[src/rtl/div_pkg.sv]
// Shared defaults and helpers for the divided-clock ratio meter.
package div_pkg;

    localparam int unsigned DefCntW       = 8;
    localparam int unsigned DefLockN      = 4;
    localparam int unsigned DefSyncStages = 2;

    // Saturation value of a width-bit period counter.
    function automatic int unsigned cnt_max(input int unsigned width);
        return (32'd1 << width) - 32'd1;
    endfunction

endpackage

[src/rtl/edge_sync.sv]
// Synchronizer chain for an asynchronous input plus a registered rising-edge detector.
module edge_sync
    import div_pkg::*;
#(
    parameter int unsigned STAGES = DefSyncStages
) (
    input  logic clk,
    input  logic rst,
    input  logic d,
    output logic rise
);

    logic [STAGES-1:0] sync_q, sync_d;
    logic              hist_q, hist_d;
    logic              rise_q, rise_d;

    always_comb begin
        sync_d = (sync_q << 1) | STAGES'(d);
        hist_d = sync_q[STAGES-1];
        rise_d = sync_q[STAGES-1] & ~hist_q;
    end

    always_ff @(posedge clk or posedge rst) begin
        if (rst) begin
            sync_q <= '0;
            hist_q <= 1'b0;
            rise_q <= 1'b0;
        end else begin
            sync_q <= sync_d;
            hist_q <= hist_d;
            rise_q <= rise_d;
        end
    end

    assign rise = rise_q;

endmodule

[src/rtl/div_ratio_meter.sv]
// Measures the period of a divided clock in system-clock cycles, flags lock on a run of
// equal periods and a timeout when no edge arrives before the counter saturates.
module div_ratio_meter
    import div_pkg::*;
#(
    parameter int unsigned CNT_W       = DefCntW,
    parameter int unsigned LOCK_N      = DefLockN,
    parameter int unsigned SYNC_STAGES = DefSyncStages
) (
    input  logic             clk,
    input  logic             rst,
    input  logic             clk_in,
    output logic             rise,
    output logic [CNT_W-1:0] period,
    output logic             period_valid,
    output logic             locked,
    output logic             timeout
);

    localparam int unsigned       MatchW    = $clog2(LOCK_N + 1);
    localparam logic [CNT_W-1:0]  CntMax    = CNT_W'(cnt_max(CNT_W));
    localparam logic [CNT_W-1:0]  CntOne    = CNT_W'(1);
    localparam logic [MatchW-1:0] MatchFull = MatchW'(LOCK_N);

    logic [CNT_W-1:0]  cnt_q, cnt_d;
    logic [CNT_W-1:0]  period_q, period_d;
    logic [MatchW-1:0] match_q, match_d;
    logic              armed_q, armed_d;
    logic              valid_q, valid_d;
    logic              locked_q, locked_d;
    logic              timeout_q, timeout_d;

    edge_sync #(
        .STAGES (SYNC_STAGES)
    ) u_edge_sync (
        .clk  (clk),
        .rst  (rst),
        .d    (clk_in),
        .rise (rise)
    );

    always_comb begin
        cnt_d     = cnt_q;
        period_d  = period_q;
        match_d   = match_q;
        armed_d   = armed_q;
        valid_d   = 1'b0;
        timeout_d = timeout_q;
        if (rise) begin
            // An unarmed rise only marks the start of the first full period.
            cnt_d     = CntOne;
            armed_d   = 1'b1;
            timeout_d = 1'b0;
            if (armed_q) begin
                period_d = cnt_q;
                valid_d  = 1'b1;
                if (cnt_q == period_q) begin
                    if (match_q != MatchFull) begin
                        match_d = match_q + MatchW'(1);
                    end
                end else begin
                    match_d = MatchW'(1);
                end
            end
        end else if (cnt_q == CntMax) begin
            timeout_d = 1'b1;
            armed_d   = 1'b0;
            match_d   = '0;
        end else begin
            cnt_d = cnt_q + CntOne;
        end
        locked_d = (match_d == MatchFull);
    end

    always_ff @(posedge clk or posedge rst) begin
        if (rst) begin
            cnt_q     <= '0;
            period_q  <= '0;
            match_q   <= '0;
            armed_q   <= 1'b0;
            valid_q   <= 1'b0;
            locked_q  <= 1'b0;
            timeout_q <= 1'b0;
        end else begin
            cnt_q     <= cnt_d;
            period_q  <= period_d;
            match_q   <= match_d;
            armed_q   <= armed_d;
            valid_q   <= valid_d;
            locked_q  <= locked_d;
            timeout_q <= timeout_d;
        end
    end

    assign period       = period_q;
    assign period_valid = valid_q;
    assign locked       = locked_q;
    assign timeout      = timeout_q;

endmodule

[config.mk]
export PLATFORM = sky130hd
export DESIGN_NAME = div_ratio_meter
export DESIGN_NICKNAME = d
export VERILOG_FILES = /design/src/rtl/div_pkg.sv /design/src/rtl/edge_sync.sv /design/src/rtl/div_ratio_meter.sv
export SDC_FILE = /design/constraint.sdc
export NUM_CORES = 1
export LEC_CHECK = 0
export BUFFER_PORTS_ARGS = -buffer_cell sky130_fd_sc_hd__buf_2
export CORE_MARGIN = 1.5
export CORE_UTILIZATION = 35
export CTS_CLUSTER_DIAMETER = 120
export DETAILED_ROUTE_END_ITERATION = 10
export HOLD_SLACK_MARGIN = 0.12
export RECOVER_POWER = 50
export SETUP_SLACK_MARGIN = 0.15
export SLEW_MARGIN = 20
export SYNTH_ARGS = -nofsm -noshare
export SYNTH_HDL_FRONTEND = slang
export SYNTH_SLANG_ARGS = --single-unit
[constraint.sdc]
create_clock -name clk -period 1.8 [get_ports clk]
set_clock_uncertainty 0.05 [all_clocks]
set_input_delay 0.36 -clock clk [delete_from_list [all_inputs] [get_ports clk]]
set_output_delay 0.36 -clock clk [all_outputs]
set_load 0.03 [all_outputs]
==> impl_metrics.tcl, run 1 <==
set metrics [dict create \
    fin_crit_ns 1.60 \
    top_usage_layer "met2" \
    grt_overflow 0 \
    peakVddDrop_uv 646 \
    path_max_fanout 10 \
    p_leak_nw 0.760 \
    tns_ns 0 \
    grt_pass1_wl_um 4400 \
    drt_iter0_drc 22 \
    place_ws_ns 0.166 \
    tritoncts "built" \
    clockPowerShare_pct 18.1 \
    critPathKind "reg -> reg" \
    synth-seq-cells 27 \
    cpMaxStageDelayCell "dfrtp_1" \
    async_flop_share_pct 100 \
    slew_violations 0 \
    wl_per_cell_um 13.3 \
    worstPathArrival_ns 1.71 \
    synth_fp_nets 125 \
    drt_wl_total_um 2550 \
    cp_top_family "flip-flops" \
    cp-end-kind "flip-flop" \
    worstMarginPinSlew_ns 0.534 \
    status "complete, no violations" \
    ant_nets 0 \
    nets 151 \
    grt_pass1_vias 918 \
    drive_gt1_share_pct 31.3 \
    synth-seq-area-share_pct 51.6 \
    hold_class "reg -> reg" \
    netlist_instances 119 \
    num_rows 22 \
    clk_path_buf_depth 2 \
    htree_num_levels 1 \
    numClockSinks 27 \
    synth_top_area_share_pct 51.6 \
    setup_viol 0 \
    synthFlopType "dfrtp_1" \
    fin_crit_sh_pct 88.7 \
    crit_chain "nand2_1 -> clkbuf_1 -> mux2_2" \
    root_buffer "clkbuf_8" \
    crit_required_ns 1.91 \
    synth_common_cells "27 x dfrtp_1, 12 x nor2_1, 10 x nand2_1, 10 x xor2_1, 7 x mux2_2" \
    drc 0 \
    maxCapViolCount 0 \
    met3_usage_pct 2.11 \
    synthTopCellsByArea "dfrtp_1 52%, xor2_1 6.7%, mux2_2 6.0%, nor2_1 3.4%, ha_1 2.9%" \
    p_sw_uw 695 \
    synth_area_um2 1310 \
    die_x_um 64.2 \
    yosysMostFrequentCell "dfrtp_1" \
    cellInternalPower_mw 1.19 \
    antenna_found_initial 0 \
    slew_headroom_pct 64.4 \
    ys_types 35 \
    first_pass_iters 4 \
    start_util_pct 36.0 \
    die-area_um2 4120 \
    grt_util_all_layers_pct 14.0 \
    switching_share_pct 36.8 \
    avgSynthCellArea_um2 11.0 \
    gp_congestion 0.809 \
    portBuffers 14 \
    postLayoutSetupSlackWorst_ns 0.203 \
    seq_power_share_pct 44.4 \
    hold_violations 0 \
    worstSetupStartpointType "flip-flop" \
    grt_use_met1_pct 20.2 \
    grt_start_max_net_pins 18 \
    clk_latency_ns 0.27 \
    coreArea_um2 3630 \
    cts.clk_slew.worst_paths_ns 0.09 \
    vias 948 \
    yosysWarnings 0 \
    grt_use_met2_pct 20.6 \
    cts_buffers 3 \
    ioPinCount 15 \
    max_freq_ghz 0.626 \
    num_antenna_cells 0 \
    cp_num_buf_inv 1 \
    hpwl_um 1810 \
    rsz0062_at_grt "false" \
    p_per_area_nw_per_um2 1210 \
    post-route-util_pct 42.9 \
    synth_edf_count 0 \
    yosys.area.top_type "dfrtp_1" \
    cpPeakStageDelay_ns 0.49 \
    die_h_um 64.2 \
    via_per_inst 4.94 \
    syn2layout_area_growth_pct 19.0 \
    combPwrFrac_pct 37.6 \
]
[cell usage in the layout, fill, tap and decap left out, types with 2 or more instances in the layout]
master	netlist	final
dfrtp_2	0	4
clkbuf_1	2	3
nor2_1	12	12
inv_1	6	6
o21ai_0	3	3
nand2_1	10	10
buf_4	1	9
mux2i_1	3	3
a21o_1	2	2
dfrtp_1	27	23
nand2b_1	2	2
nor3_1	3	3
a21oi_1	4	4
xor2_1	10	10
ha_1	3	2
dlygate4sd3_1	0	2
clkbuf_8	0	3
mux2_2	7	7
a31oi_1	3	3
buf_2	2	14
[registers in the layout, indices dropped and copies added, names as in the netlist]
name and count:
u_edge_sync.rise 1, match_q 3, timeout 1, armed_q 1, period_valid 1, u_edge_sync.sync_q 2, period 8, u_edge_sync.hist_q 1
cnt_q 8, locked 1
[power by group through the flow]
stage / Combinational [mW] / Sequential (mW) / Clock, mW
after global placement: 0.675 / 0.840 / 0
after floorplan: 0.401 / 0.907 / 0
after CTS: 0.688 / 0.837 / 0.356
final: 0.709 / 0.837 / 0.341
after detailed placement: 0.675 / 0.851 / 0
after global routing: 0.783 / 0.861 / 0.384
[metrics by stage]
step,total power [mW],instance area (um^2),std cells,hold WS (ns)
5_1_grt,2.03,1560,192,0.341
3_3_place_gp,1.52,1460,182,0.286
3_5_place_dp,1.53,1460,182,0.287
4_1_cts,1.88,1520,188,0.132
2_1_floorplan,1.31,1310,119,0.281
6_report,1.89,1560,192,0.307
[repair_timing]
item                                   in CTS  in global routing
hold buffers                                1                  1
pin swaps                                   0                  3
setup buffers                               1                  3
endpoints found under the hold margin      27                  1
setup endpoints to repair                   2                  6
resized for setup                           0                  8
[per-layer routing]
layer  up-vias  routed length, um
li1        462                  -
met1       459               1230
met2        22               1190
met3         5                 83
met4         0                 45
met5         -                  0
[layout make-up]
class	instances	area, um^2
fillers	370	2080
flip-flops and latches	27	681
multi-input cells	80	584
repair buffers	27	165
well taps	48	60.1
clock buffers	4	45.0
inverters	6	22.5
[cells by family after synthesis]
logic type               share of synthesized area [%]
flip-flops                                        51.6
adder cells (fa/ha/maj)                           2.87
AO/OA/AOI/OAI                                     10.7
XOR/XNOR                                          7.36
buffers and inverters                             4.49
multiplexers                                      8.32
AND/OR/NAND/NOR                                   14.6
[path summary, 6_finish.rpt]
path	cells after the start	endpoint	startpoint	slack [ns]
worst max register to register	3	period[0]	u_edge_sync.rise	0.20
max in group asynchronous	4	match_q[0]	rst	0.63
worst min register to register	0	u_edge_sync.sync_q[1]	u_edge_sync.sync_q[0]	0.31
worst max-delay path	3	period[0]	u_edge_sync.rise	0.20
worst min-delay path	0	u_edge_sync.sync_q[1]	u_edge_sync.sync_q[0]	0.31
min in group asynchronous	4	timeout	rst	0.59
[worst register-to-register path, cell delays in order, from the launching register on]
cell,delay [ns]
dfrtp_1,0.49
nand2_1,0.13
clkbuf_1,0.43
mux2_2,0.40
Note: power is estimated with default switching activity, not from simulation.
==> run 2: changes to the inputs <==
Settings changed: GPL_TIMING_DRIVEN set to 0.
==> impl_metrics.tcl, run 2 (synthesis results as in run 1) <==
set metrics [dict create \
    fillers 378 \
    portBuffers 14 \
    maxCapViolCount 0 \
    tns_ns 0 \
    r2r-start "cnt_q[4]" \
    start_util_pct 36.0 \
    num_rows 22 \
    clk_path_buf_depth 2 \
    drive_gt1_share_pct 30.0 \
    ioPinCount 15 \
    num_antenna_cells 0 \
    hpwl_um 1630 \
    grt_pass1_wl_um 4120 \
    status "complete, no violations" \
    worstPathArrival_ns 1.78 \
    worstSetupStartpointType "flip-flop" \
    peakVddDrop_uv 832 \
    htree_num_levels 1 \
    p_per_area_nw_per_um2 1210 \
    vias 950 \
    drt_iter0_drc 18 \
    worst-r2r-cell-count 5 \
    fin_crit_sh_pct 91.2 \
    die-area_um2 4120 \
    drc 0 \
    worst_hold_slack_ns 0.107 \
    cts_buffers 3 \
    final_common_cell "dfrtp_1" \
    wl_per_cell_um 13.0 \
    final_cell_mix "25 x dfrtp_1, 13 x buf_2, 12 x nor2_1" \
    grt_pass1_vias 952 \
    syn2layout_area_growth_pct 20.6 \
    hold_violations 0 \
    rsz0062_at_grt "true" \
    grt_overflow 0 \
    postLayoutSetupSlackWorst_ns 0.159 \
    fin_crit_ns 1.64 \
    worstMarginPinSlew_ns 0.925 \
    numClockSinks 27 \
    setup_viol 0 \
    tritoncts "built" \
    ant_nets 0 \
    cts_hold_buffers 0 \
    cp-end-kind "flip-flop" \
    coreArea_um2 3630 \
    p_leak_nw 0.743 \
    nets 147 \
    path_max_fanout 5 \
    critPathKind "reg -> reg" \
    clk_latency_ns 0.27 \
    post-route-util_pct 43.4 \
    gp_congestion 0.786 \
    crit_required_ns 1.94 \
    crit_start "cnt_q[4]" \
    drt_wl_total_um 2440 \
    grt_util_all_layers_pct 12.8 \
    hold_class "in -> async" \
    place_ws_ns 0.0875 \
    max_freq_ghz 0.609 \
    slew_headroom_pct 38.0 \
    die_h_um 64.2 \
    die_x_um 64.2 \
    grt_start_max_net_pins 28 \
    r2r-end "locked" \
    cp-endpoint "locked" \
    antenna_found_initial 0 \
    r2r_setup_slack_ns 0.16 \
    via_per_inst 5.05 \
    total_power_mw 1.91 \
    slew_violations 0 \
    first_pass_iters 7 \
    cts.clk_slew.worst_paths_ns 0.09 \
    root_buffer "clkbuf_8" \
]
==> run 2: cell types whose count changed in the layout (fill, tap and decap cells not counted), sizes merged <==
cell,change
buf,-4
clkbuf,+1
clkinv,+2
dlygate4sd3,-2
inv,-1
==> run 2: worst min-delay path by stage <==
stage / endpoint / cells after the start
CTS: u_edge_sync.sync_q[0] / 1
floorplan: u_edge_sync.sync_q[1] / 0
global route: u_edge_sync.sync_q[0] / 1
global placement: u_edge_sync.sync_q[1] / 0
detailed placement: u_edge_sync.sync_q[1] / 0
finish: period[2] / 2
==> run 2: worst max-delay path, stage by stage, from the launching register on <==
cell      delay, ns
dfrtp_1        0.38
buf_6          0.14
xor2_2         0.18
nor4_4         0.42
a31oi_2        0.16
a211oi_2       0.21
==> run 2: final cells by class <==
class	instances	area, um^2	share of cell area (%)
Inverter	6	22.5	1.43
Buffer	6	42.5	2.70
Clock inverter	1	5.00	0.317
Multi-Input combinational cell	80	638	40.4
Clock buffer	3	41.3	2.62
Tap cell	48	60.1	3.81
Timing Repair Buffer	17	90.1	5.71
Sequential cell	27	678	43.0
==> run 2: stage by stage <==
step | cell area, um^2 | std cells
2_1_floorplan | 1310 | 119
3_3_place_gp | 1440 | 181
3_5_place_dp | 1440 | 181
4_1_cts | 1520 | 186
5_1_grt | 1580 | 188
6_report | 1580 | 188
==> run 2: per-layer routing <==
layer	share of wire (%)	vias up	global-route usage, %
li1	-	451	-
met1	46	465	16.1
met2	48	30	21.5
met3	4.9	4	3.17
met4	0.70	0	4.52
met5	0	-	0
==> run 2: what timing repair did <==
item,in CTS,in global routing
buffers inserted,1,2
endpoints found under the setup margin,2,3
gates resized for setup,6,9
endpoints found under the hold margin,0,0
pin swaps,2,6
==> run 2: report_power, final <==
group | switching [mW] | internal, mW | total [mW]
Clock | 0.184 | 0.155 | 0.339
Combinational | 0.432 | 0.302 | 0.734
Sequential | 0.123 | 0.715 | 0.838
Total | 0.739 | 1.17 | 1.91
